==> src/rtl/vga_capture_if.sv <==
// Video-input bus for vga_capture: sampled sync/pixel stream in, frame-memory write port and
// status out.
interface vga_capture_if;
  logic        pix_en;
  logic        hsync;
  logic        vsync;
  logic [23:0] din;
  logic [18:0] addr;
  logic [23:0] data;
  logic        wren;
  logic        frame_done;
  logic        locked;
  logic        err;

  modport master (
    output pix_en, hsync, vsync, din,
    input  addr, data, wren, frame_done, locked, err
  );

  modport slave (
    input  pix_en, hsync, vsync, din,
    output addr, data, wren, frame_done, locked, err
  );
endinterface

==> src/rtl/vga_capture.sv <==
// Video-input receiver: tracks hsync/vsync timing and writes the active region into frame memory
// at a running address, flagging frame completion, lock and timing errors.
module vga_capture #(
  parameter int unsigned H_ACTIVE = 640,
  parameter int unsigned V_ACTIVE = 480,
  parameter int unsigned H_BP     = 47,
  parameter int unsigned V_BP     = 32
) (
  input  logic         clk,
  input  logic         rst,
  vga_capture_if.slave bus
);

  localparam logic [11:0] HActW  = 12'(H_ACTIVE);
  localparam logic [11:0] HBpW   = 12'(H_BP);
  localparam logic [11:0] HEndW  = 12'(H_BP + H_ACTIVE);
  localparam logic [11:0] VLastW = 12'(V_ACTIVE - 1);
  localparam logic [11:0] VBpW   = 12'(V_BP);

  typedef enum logic [1:0] {StWaitVs, StVbp, StActive} state_e;

  state_e      state_q, state_d;
  logic        hs_q, hs_d, vs_q, vs_d;
  logic [11:0] x_q, x_d, ycnt_q, ycnt_d, line_q, line_d, col_q, col_d;
  logic [18:0] wa_q, wa_d;
  logic [18:0] addr_q, addr_d;
  logic [23:0] data_q, data_d;
  logic        wren_q, wren_d, fd_q, fd_d, locked_q, locked_d, err_q, err_d;

  logic        hs_rise, vs_rise, start, bad;
  logic [11:0] x_inc;

  always_comb begin
    state_d  = state_q;
    hs_d     = hs_q;
    vs_d     = vs_q;
    x_d      = x_q;
    ycnt_d   = ycnt_q;
    line_d   = line_q;
    col_d    = col_q;
    wa_d     = wa_q;
    addr_d   = addr_q;
    data_d   = data_q;
    wren_d   = 1'b0;
    fd_d     = 1'b0;
    locked_d = locked_q;
    err_d    = 1'b0;
    start    = 1'b0;
    bad      = 1'b0;
    hs_rise  = bus.hsync & ~hs_q;
    vs_rise  = bus.vsync & ~vs_q;
    x_inc    = (x_q == 12'hfff) ? x_q : x_q + 12'd1;

    if (bus.pix_en) begin
      hs_d = bus.hsync;
      vs_d = bus.vsync;
      unique case (state_q)
        StWaitVs: begin
          if (vs_rise) start = 1'b1;
        end
        StVbp: begin
          if (vs_rise) begin
            bad = 1'b1;
          end else if (hs_rise) begin
            ycnt_d = ycnt_q + 12'd1;
            if (ycnt_q + 12'd1 == VBpW) begin
              x_d     = '0;
              col_d   = '0;
              state_d = StActive;
            end
          end
        end
        StActive: begin
          if (vs_rise) begin
            bad = 1'b1;
          end else if (hs_rise) begin
            if (col_q == HActW) begin
              line_d = line_q + 12'd1;
              x_d    = '0;
              col_d  = '0;
            end else begin
              bad = 1'b1;
            end
          end else begin
            x_d = x_inc;
            if (x_inc >= HBpW && x_inc < HEndW) begin
              addr_d = wa_q;
              data_d = bus.din;
              wren_d = 1'b1;
              wa_d   = wa_q + 19'd1;
              col_d  = col_q + 12'd1;
              if (line_q == VLastW && col_q + 12'd1 == HActW) begin
                fd_d     = 1'b1;
                locked_d = 1'b1;
                state_d  = StWaitVs;
              end
            end
          end
        end
        default: state_d = StWaitVs;
      endcase
    end

    // A timing error doubles as the start of the next frame.
    if (bad) begin
      err_d    = 1'b1;
      locked_d = 1'b0;
      start    = 1'b1;
    end
    if (start) begin
      ycnt_d  = '0;
      wa_d    = '0;
      line_d  = '0;
      state_d = StVbp;
    end
  end

  always_ff @(posedge clk) begin
    if (rst) begin
      state_q  <= StWaitVs;
      hs_q     <= 1'b1;
      vs_q     <= 1'b1;
      x_q      <= '0;
      ycnt_q   <= '0;
      line_q   <= '0;
      col_q    <= '0;
      wa_q     <= '0;
      addr_q   <= '0;
      data_q   <= '0;
      wren_q   <= 1'b0;
      fd_q     <= 1'b0;
      locked_q <= 1'b0;
      err_q    <= 1'b0;
    end else begin
      state_q  <= state_d;
      hs_q     <= hs_d;
      vs_q     <= vs_d;
      x_q      <= x_d;
      ycnt_q   <= ycnt_d;
      line_q   <= line_d;
      col_q    <= col_d;
      wa_q     <= wa_d;
      addr_q   <= addr_d;
      data_q   <= data_d;
      wren_q   <= wren_d;
      fd_q     <= fd_d;
      locked_q <= locked_d;
      err_q    <= err_d;
    end
  end

  assign bus.addr       = addr_q;
  assign bus.data       = data_q;
  assign bus.wren       = wren_q;
  assign bus.frame_done = fd_q;
  assign bus.locked     = locked_q;
  assign bus.err        = err_q;

endmodule

==> src/flat_wrapper.sv <==
// flat-port wrapper written by rule: the top's interface ports become plain ports
module vga_capture_flat 
#(
  parameter int unsigned H_ACTIVE = 640,
  parameter int unsigned V_ACTIVE = 480,
  parameter int unsigned H_BP     = 47,
  parameter int unsigned V_BP     = 32
)
  (clk, rst, bus_pix_en, bus_hsync, bus_vsync, bus_din, bus_addr, bus_data, bus_wren, bus_frame_done, bus_locked, bus_err);
  vga_capture_if bus_i ();
  input  logic clk;
  input  logic rst;
  input wire logic [$bits(bus_i.pix_en)-1:0] bus_pix_en;
  input wire logic [$bits(bus_i.hsync)-1:0] bus_hsync;
  input wire logic [$bits(bus_i.vsync)-1:0] bus_vsync;
  input wire logic [$bits(bus_i.din)-1:0] bus_din;
  output wire logic [$bits(bus_i.addr)-1:0] bus_addr;
  output wire logic [$bits(bus_i.data)-1:0] bus_data;
  output wire logic [$bits(bus_i.wren)-1:0] bus_wren;
  output wire logic [$bits(bus_i.frame_done)-1:0] bus_frame_done;
  output wire logic [$bits(bus_i.locked)-1:0] bus_locked;
  output wire logic [$bits(bus_i.err)-1:0] bus_err;
  assign bus_i.pix_en = bus_pix_en;
  assign bus_i.hsync = bus_hsync;
  assign bus_i.vsync = bus_vsync;
  assign bus_i.din = bus_din;
  assign bus_addr = bus_i.addr;
  assign bus_data = bus_i.data;
  assign bus_wren = bus_i.wren;
  assign bus_frame_done = bus_i.frame_done;
  assign bus_locked = bus_i.locked;
  assign bus_err = bus_i.err;
  vga_capture #(.H_ACTIVE(H_ACTIVE), .V_ACTIVE(V_ACTIVE), .H_BP(H_BP), .V_BP(V_BP)) u_core (.clk(clk), .rst(rst), .bus(bus_i));
endmodule
==> config.mk <==
export PLATFORM = sky130hd
export DESIGN_NAME = vga_capture_flat
export DESIGN_NICKNAME = d
export VERILOG_FILES = /design/src/rtl/vga_capture_if.sv /design/src/rtl/vga_capture.sv /design/src/flat_wrapper.sv
export SDC_FILE = /design/constraint.sdc
export NUM_CORES = 1
export LEC_CHECK = 0
export ABC_AREA = 1
export CORE_ASPECT_RATIO = 2
export CORE_MARGIN = 1
export CORE_UTILIZATION = 50
export DETAILED_ROUTE_END_ITERATION = 7
export MAX_ROUTING_LAYER = met4
export PLACE_DENSITY = 0.78
export SLEW_MARGIN = 30
export SYNTH_ARGS = -nofsm -noshare
export SYNTH_HDL_FRONTEND = slang
export SYNTH_SLANG_ARGS = --single-unit
==> constraint.sdc <==
create_clock -name clk -period 6.1 [get_ports clk]
set_input_delay 1.22 -clock clk [delete_from_list [all_inputs] [get_ports clk]]
set_output_delay 1.22 -clock clk [all_outputs]
set_load 0.01 [all_outputs]
* Yosys cells after proc, flatten, opt, wreduce, memory -nomap -nowiden
Cells that the tools add are included.
Widths: inputs -> output; s select.
** Storage, ports and cells
- Bits in registers :: 118
- Input port bits :: 29
- Output and inout bits :: 47
- Logic and storage cells :: 107
** Operators by class
- Add/subtract/negate cells :: 5
- $lt $le $gt $ge :: 2
- Equality and inequality tests :: 24
- Muxes and demuxes :: 34
- Bitwise logic cells :: 10
- Reduce and logical (&&, ||, !) cells :: 17
** Operator list (count)
- $mux 12 :: 10
- $add 12x1->12 const B :: 4
- $pmux 12 s2 :: 2
- $eq 12x10->1 const B :: 2
- $add 19x1->19 const B :: 1
- $reduce_and 9->1 :: 2
- $ne 3x1->1 const B :: 5
- $mux 2 :: 7
- $mux 1 :: 13
- $eq 12x12->1 const B :: 1
- $eq 12x6->1 const B :: 1
- $eq 12x9->1 const B :: 1
- $ge 12x6->1 const B :: 1
- $lt 12x10->1 const B :: 1
- $ne 3x3->1 const B :: 4
- $ne 2x1->1 const B :: 5
- $reduce_and 5->1 :: 2
- $not 1->1 :: 8
- $reduce_and 8->1 :: 1
- $reduce_and 7->1 :: 1
- $ne 2x2->1 const B :: 3
- $pmux 2 s3 :: 1
- $reduce_and 6->1 :: 1
- $reduce_or 6->1 :: 1
- 10 further kinds :: 14

* Longest topological paths before layout
Gate-level depths: netlist of the first run.
- Depth in word-level cells :: 10
- Depth in mapped cells :: 17
- Depth with buffers taken out :: 17

* Least setup slack after synthesis of the first run
No wires, ideal clock.
- Kind :: input port to flip-flop
- From :: input port bus_hsync
- To :: register u_core.line_q[11]
- Setup time :: 0.128 ns
- Data arrival time :: 2.635 ns
- Data required time :: 5.972 ns
- Slack :: 3.337 ns
- Cell stages on the path :: 13
- Path buffers :: 2
- Cells stage by stage :: inv_1 -> nor2_1 -> inv_1 -> nor2_1 -> nand2_1 -> nand3_1 -> nand2_1 -> nand2_1 -> a31oi_2 -> inv_1 -> buf_2 -> buf_1 -> nor2_1
** On the way
- Cells in the longest elaborated chain, start to end :: 7
- Elaborated cells between the ends (all ways) :: 8
- Classes of those cells :: mux (5); bitwise (1); reduce/logical (2)
** RTL lines
- start: declaration :: RTL line flat_wrapper.sv:14 : input wire logic [$bits(bus_i.hsync)-1:0] bus_hsync;
- $and 1x1->1 (*) :: RTL line vga_capture.sv:50 : hs_rise = bus.hsync & ~hs_q;
- $mux 1 :: RTL line vga_capture.sv:76 : end else if (hs_rise) begin
- $mux 1 :: RTL line vga_capture.sv:74 : if (vs_rise) begin
- $pmux 1 s2 :: RTL line vga_capture.sv:57 : unique case (state_q)
- $mux 1 :: RTL line vga_capture.sv:54 : if (bus.pix_en) begin
- $mux 1 :: RTL line vga_capture.sv:105 : if (bad) begin
- $reduce_or 2->1 (no source line)
- end signal: assignment :: RTL line vga_capture.sv:140 : line_q <= line_d;
- end: declaration :: RTL line vga_capture.sv:24 : logic [11:0] x_q, x_d, ycnt_q, ycnt_d, line_q, line_d, col_q, col_d;
Mark *: on every way between the ends. The rest lies on a longest branch, timed or not.
A chain may end at the register's enable or synchronous reset.

* Final worst setup path of the first run
- From :: input port bus_hsync
- To :: register u_core.data_q[13], in the netlist u_core.bus.data[13]
** On the way
- Cells in the longest elaborated chain, start to end :: 3
** RTL lines
- $and 1x1->1 :: RTL line vga_capture.sv:50
- $not 1->1 (no source line)
- $reduce_and 5->1 (no source line)
- end signal: assignment :: RTL line vga_capture.sv:144 : data_q <= data_d;
- end: declaration :: RTL line vga_capture.sv:27 : logic [23:0] data_q, data_d;
No other way between the ends.

==> results of run 1 <==
per-stage QoR:
stage	area [um^2]	total power [W]	utilization [%]
6_report	7770	0.00199	63.4
5_1_grt	7770	0.00205	63.4
4_1_cts	7770	0.00200	63.4
3_5_place_dp	7120	0.000899	58.0
3_3_place_gp	7120	0.000899	58.0
2_1_floorplan	6340	0.000866	-
area by class of cell:
| type | count | area, um^2 | share of cell area, % |
|---|---|---|---|
| clock buffer | 18 | 429 | 5.52 |
| clock inverter | 14 | 223 | 2.87 |
| inverter | 121 | 454 | 5.84 |
| multi-input combinational | 671 | 3320 | 42.7 |
| sequential | 118 | 2360 | 30.4 |
| tap | 147 | 184 | 2.37 |
| timing repair buffer | 82 | 803 | 10.3 |
logic make-up after synthesis:
logic type / count (synthesis) / synth area share (%)
adder cells (fa/ha/maj): 10 / 1.97
multiplexers: 2 / 0.316
XOR/XNOR: 28 / 3.87
buffers and inverters: 158 / 10.4
AO/OA/AOI/OAI: 169 / 13.9
AND/OR/NAND/NOR: 462 / 32.2
flip-flops: 118 / 37.3
power groups by stage:
stage                     Clock (W)  Sequential (W)  Combinational (W)
final                       0.00111        0.000787          0.0000975
after global routing        0.00115        0.000788           0.000109
after CTS                   0.00112        0.000787          0.0000972
after detailed placement          0        0.000803          0.0000959
after global placement            0        0.000803          0.0000952
after floorplan                   0        0.000801          0.0000644
cells in the final DEF, fill, tap and decap left out, types with 2 or more instances in the layout:
| cell | count |
|---|---|
| nand3b_1 | 5 |
| nor2_2 | 5 |
| nand2_1 | 211 |
| o211ai_1 | 2 |
| clkinv_1 | 2 |
| or2_2 | 5 |
| nor2_1 | 105 |
| clkinvlp_4 | 2 |
| nor3_1 | 17 |
| dfxtp_1 | 118 |
| ha_1 | 10 |
| a21oi_1 | 104 |
| bufinv_16 | 5 |
| o21bai_1 | 3 |
| clkinv_4 | 3 |
| inv_1 | 119 |
| nand3_2 | 4 |
| o21ai_1 | 2 |
| xnor2_1 | 9 |
| xor2_1 | 19 |
| mux2i_1 | 2 |
| buf_4 | 7 |
| clkdlybuf4s50_1 | 75 |
| nor4_1 | 5 |
| nand2_2 | 5 |
| inv_6 | 3 |
| nor2_4 | 2 |
| nand3_1 | 65 |
| o21ai_0 | 55 |
| clkbuf_16 | 17 |
| nand4_1 | 29 |
registers in the layout, summed over array words and instances, names as in the netlist:
name                   count
u_core.bus.addr           19
u_core.bus.frame_done      1
u_core.x_q                12
u_core.wa_q               19
u_core.col_q              12
u_core.ycnt_q             12
u_core.bus.wren            1
u_core.vs_q                1
u_core.bus.err             1
u_core.hs_q                1
u_core.bus.locked          1
u_core.line_q             12
u_core.bus.data           24
u_core.state_q             2
layer usage:
metal  wire length, um  part of all wire [%]
met1              6080                    38
met2              8610                    54
met5                 0                     0
met4               580                   3.6
met3               651                   4.1
critical path: stages:
cell and delay [ns]:
clkdlybuf4s50_1 0.40, inv_1 0.08, nor2_1 0.07, nor2_1 0.09
buf_4 0.25, inv_1 0.14, nor2_1 0.11, buf_4 0.24
nand4_4 0.63, buf_4 0.53, o21ai_0 0.25, a21oi_1 0.07
final timing paths:
kind                                         start                                to  slack, ns  cells past startpoint
hold reg to reg   u_core.bus.addr[17]$_SDFFE_PP0P_  u_core.bus.addr[17]$_SDFFE_PP0P_       0.44                      2
hold / removal    u_core.bus.addr[17]$_SDFFE_PP0P_  u_core.bus.addr[17]$_SDFFE_PP0P_       0.44                      2
setup / recovery                         bus_hsync  u_core.bus.data[13]$_SDFFE_PP0P_       2.30                     12
setup reg to reg        u_core.x_q[0]$_SDFFE_PP0P_  u_core.bus.data[13]$_SDFFE_PP0P_       2.47                     13
==> run_results.csv, run 1 <==
group,metric,value,unit
status,status,"completed",
power,clockPowerShare,55.6,%
sta,finalHoldViolations,0,
placement,port_buffers,75,
placement,gp_congestion,0.916,
power,internal_power,0.00155,W
power,swShare,22.4,%
sta,hold_ws,0.444,ns
floorplan,die_w,81.6,um
power,pwr-share-comb,4.9,%
sta,slew-limit-headroom,48.0,%
floorplan,pin_count,76,
synth,synth_top_area_cell,"dfxtp_1",
power,ir_drop,0.236,mV
synth,syn_area_per_cell,6.69,um^2
finish,drive_gt1_share,6.05,%
global_routing,gr-total-overflow,0,
clock_network,root_buffer,"clkbuf_16",
setup_path,end_kind,"flop",
sta,timing.final.max_slew_violations,0,
synth,synth.cell_area,6340,um^2
setup_path,cp.arrival,4.09,ns
sta,min_period_over_period,62.3,%
sta,setup_violations,0,
setup_path,start_kind,"primary input",
sta,finalClockSkew,0.00690,ns
power,powerDensity,256,nW/um^2
drt,wl_per_cell,13.6,um
finish,n_fill_cell,1117,
clock_network,hold_buffers,0,
synth,syn_nets,986,
floorplan,core-area,12300,um^2
placement,hpwl,11.1,mm
sta,fmax,263,MHz
synth,netlist_instances,947,
synth,synth_commonest_cells,"211 x nand2_1, 119 x inv_1, 118 x dfxtp_1",
floorplan,dieArea,13200,um^2
synth,synth_seq_cells,118,
global_routing,grt_antenna_before_repair,0,
global_routing,gr-usage-met3,4.97,%
synth,yosysMostFrequentCell,"nand2_1",
synth,synth_edf_count,0,
placement,numPlacedInstances,1139,
clock_network,cts.path.max_buffers,2,
clock_network,htree_levels,4,
clock_network,cts_tree,"yes",
global_routing,grt_pass1_wl,26.6,mm
finish,areaGrowthSynthToFinish,22.6,%
global_routing,grtUsageTotal,26.5,%
clock_network,cts_resized,0,
clock_network,worstSkewPairLatency,0.41,ns
setup_path,critical_path_class,"in -> reg",
floorplan,die_h,161,um
hold_path,hold_path.class,"reg -> reg",
global_routing,grt_use_met1,27.1,%
drt,routed_wl,15.9,mm
finish,layoutNonFillerInstCount,1171,
global_routing,busiest_layer,"met2",
power,netSwitchingPower,0.000446,W
drt,antenna_left,0,
setup_path,required,6.38,ns
sta,period_minus_slack,3.80,ns
global_routing,grt_pass1_vias,5963,
clock_network,clkSinkCount,118,
power,p_leak,2.82,nW
global_routing,grt_max_degree,64,
synth,ys_async_sr_fraction,0,%
sta,tns,0,ns
floorplan,floorplan.rows,57,
finish,nets,1050,
sta,rsz0062_at_grt,"false",
sta,worst_slack,2.30,ns
clock_network,numCtsBuffers,17,
synth,ys_seq_area_share,37.3,%
finish,diodes,0,
clock_network,clkTransAtPathRegs,0.05,ns
drt,drtIter0Drc,397,
synth,synth_ff_type,"dfxtp_1",
power,pwr-share-seq,39.5,%
placement,pre_cts_slack,1.95,ns
global_routing,grt_use_met2,46.1,%
synth,synth-warning-count,0,
sta,tightest_slew,0.778,ns
synth,ys_types,37,
synth,synth_top_area_share,37.3,%
clock_network,cts_setup_buffers,0,
drt,firstDrtPassIters,6,
setup_path,crit_fanout,63,
flow_run,maxCapViolCount,0,
drt,vias,6280,
drt,drc,0,
drt,via_per_inst,5.36,
floorplan,initial_core_util,51.7,%
synth,netlist_top_cells_area,"dfxtp_1 37%, nand2_1 12%, a21oi_1 8.2%, inv_1 7.0%, nor2_1 6.3%",
Note: power is estimated with default switching activity, not from simulation.
==> inputs of run 2 (changes only) <==
Settings changed: PLACE_DENSITY 0.78 to 0.81.
Clock period 6.1 ns to 3.2 ns, I/O delays scaled along.
==> run_results.csv, run 2 (synthesis results as in run 1) <==
group,metric,value,unit
status,status,"completed",
sta,period_minus_slack,2.88,ns
finish,final_cell_mix,"211 x nand2_1, 119 x inv_1, 118 x dfxtp_1",
power,p_leak,2.83,nW
finish,largest_reg_flops,24,
power,internal_power,0.00280,W
power,powerDensity,466,nW/um^2
sta,tns,0,ns
finish,diodes,0,
clock_network,clkSinkCount,118,
setup_path,r2r_start,"u_core.x_q[0]$_SDFFE_PP0P_",
global_routing,grtUsageTotal,26.4,%
drt,vias,6349,
clock_network,clkTransAtPathRegs,0.06,ns
setup_path,critical_path_class,"reg -> reg",
setup_path,crit_start,"u_core.x_q[0]$_SDFFE_PP0P_",
global_routing,gr-total-overflow,0,
sta,tightest_slew,0.619,ns
clock_network,cts.path.max_buffers,2,
placement,gp_congestion,0.887,
setup_path,required,3.50,ns
clock_network,root_buffer,"clkbuf_16",
floorplan,core-area,12300,um^2
floorplan,pin_count,76,
setup_path,end_kind,"flop",
clock_network,numCtsBuffers,17,
placement,dpl_cell_area,7190,um^2
floorplan,dieArea,13200,um^2
drt,routed_wl,16.0,mm
setup_path,start_kind,"flop",
clock_network,hold_buffers,0,
sta,setup_violations,0,
clock_network,worstSkewPairLatency,0.42,ns
clock_network,cts_tree,"yes",
global_routing,grt_pass1_vias,5959,
global_routing,grt_antenna_before_repair,0,
placement,port_buffers,75,
placement,pre_cts_slack,0.221,ns
clock_network,cts_resized,0,
setup_path,r2r_slack,0.32,ns
global_routing,grt_max_degree,59,
sta,slew-limit-headroom,58.7,%
setup_path,reg2regPathDepth,12,
floorplan,initial_core_util,51.7,%
clock_network,cts_setup_buffers,0,
sta,fmax,347,MHz
power,ir_drop,0.380,mV
sta,min_period_over_period,90.0,%
finish,final_common_cell,"nand2_1",
drt,wl_per_cell,13.6,um
finish,drive_gt1_share,6.51,%
drt,drtIter0Drc,428,
placement,hpwl,11.1,mm
placement,numPlacedInstances,1145,
clock_network,htree_levels,4,
finish,nets,1056,
setup_path,r2r_end,"u_core.col_q[2]$_SDFFE_PP0P_",
finish,layoutNonFillerInstCount,1176,
power,clockPowerShare,53.3,%
setup_path,crit_fanout,24,
finish,areaGrowthSynthToFinish,22.9,%
finish,stdcell_area,7790,um^2
power,pwr-share-comb,5.3,%
drt,drc,0,
flow_run,maxCapViolCount,0,
drt,antenna_left,0,
sta,finalClockSkew,0.0123,ns
sta,rsz0062_at_grt,"false",
floorplan,die_h,161,um
hold_path,hold_path.class,"reg -> reg",
power,swShare,22.7,%
sta,worst_slack,0.321,ns
power,p_total,0.00363,W
drt,firstDrtPassIters,5,
sta,finalHoldViolations,0,
sta,timing.final.max_slew_violations,0,
global_routing,grt_pass1_wl,26.4,mm
setup_path,cp.arrival,3.18,ns
power,netSwitchingPower,0.000824,W
setup_path,cp-endpoint,"u_core.col_q[2]$_SDFFE_PP0P_",
drt,via_per_inst,5.40,
floorplan,die_w,81.6,um
power,pwr-share-seq,41.4,%
floorplan,floorplan.rows,57,
[run 2: cell count changes in the layout (fill, tap and decap cells not counted)]
cell	change
bufinv_16	-2
inv_6	-2
buf_12	+2
clkinvlp_4	+1
clkinv_2	+2
clkinv_4	-1
clkbuf_8	+1
buf_4	+4
[run 2: worst min-delay path by stage]
stage | startpoint | depth (start not counted) | endpoint | slack [ns]
final | u_core.bus.addr[3]$_SDFFE_PP0P_ | 2 | u_core.bus.addr[3]$_SDFFE_PP0P_ | 0.44
after global routing | u_core.bus.data[12]$_SDFFE_PP0P_ | 2 | u_core.bus.data[12]$_SDFFE_PP0P_ | 0.46
after CTS | u_core.bus.data[9]$_SDFFE_PP0P_ | 2 | u_core.bus.data[9]$_SDFFE_PP0P_ | 0.44
after detailed placement | u_core.bus.data[9]$_SDFFE_PP0P_ | 2 | u_core.bus.data[9]$_SDFFE_PP0P_ | 0.44
after global placement | u_core.bus.data[9]$_SDFFE_PP0P_ | 2 | u_core.bus.data[9]$_SDFFE_PP0P_ | 0.43
after floorplan | u_core.hs_q$_SDFFE_PP1P_ | 2 | u_core.hs_q$_SDFFE_PP1P_ | 0.45
[run 2: stage by stage]
stage / hold slack (ns) / utilization, %
finish: 0.443 / 63.5
floorplan: 0.447 / -
CTS: 0.444 / 63.5
detailed placement: 0.436 / 58.6
global placement: 0.432 / 58.6
global route: 0.465 / 63.5
[run 2: layer usage]
layer	vias up	wire, um	global-route usage [%]
met2	158	8580	45.9
met1	2932	6340	26.9
met4	0	531	14.1
met5	-	0	-
met3	53	568	5.14
li1	3206	-	-
[run 2: final cells by class]
class / count / area, um^2
Tap cell: 147 / 184
Fill cell: 1072 / 4480
Multi-Input combinational cell: 671 / 3320
Clock buffer: 19 / 443
Inverter: 121 / 454
Timing Repair Buffer: 88 / 873
Clock inverter: 12 / 154
Sequential cell: 118 / 2360
[run 2: critical path, cell delays in order (launching register included)]
cell     delay (ns)
dfxtp_1        0.45
ha_1           0.24
nand2_2        0.10
nor2_4         0.18
nand3_2        0.29
a21oi_1        0.31
inv_1          0.06
nor2_1         0.14
nand2_2        0.11
nand3_2        0.13
nand3_2        0.38
a21oi_1        0.29
nor2_1         0.08
[run 2: power by group through the flow]
| stage | clock (W) | sequential, W | combinational (W) |
|---|---|---|---|
| floorplan | 0 | 0.00153 | 0.000123 |
| global placement | 0 | 0.00153 | 0.000186 |
| detailed placement | 0 | 0.00153 | 0.000188 |
| CTS | 0.00194 | 0.00150 | 0.000191 |
| global route | 0.00201 | 0.00150 | 0.000213 |
| finish | 0.00193 | 0.00150 | 0.000191 |
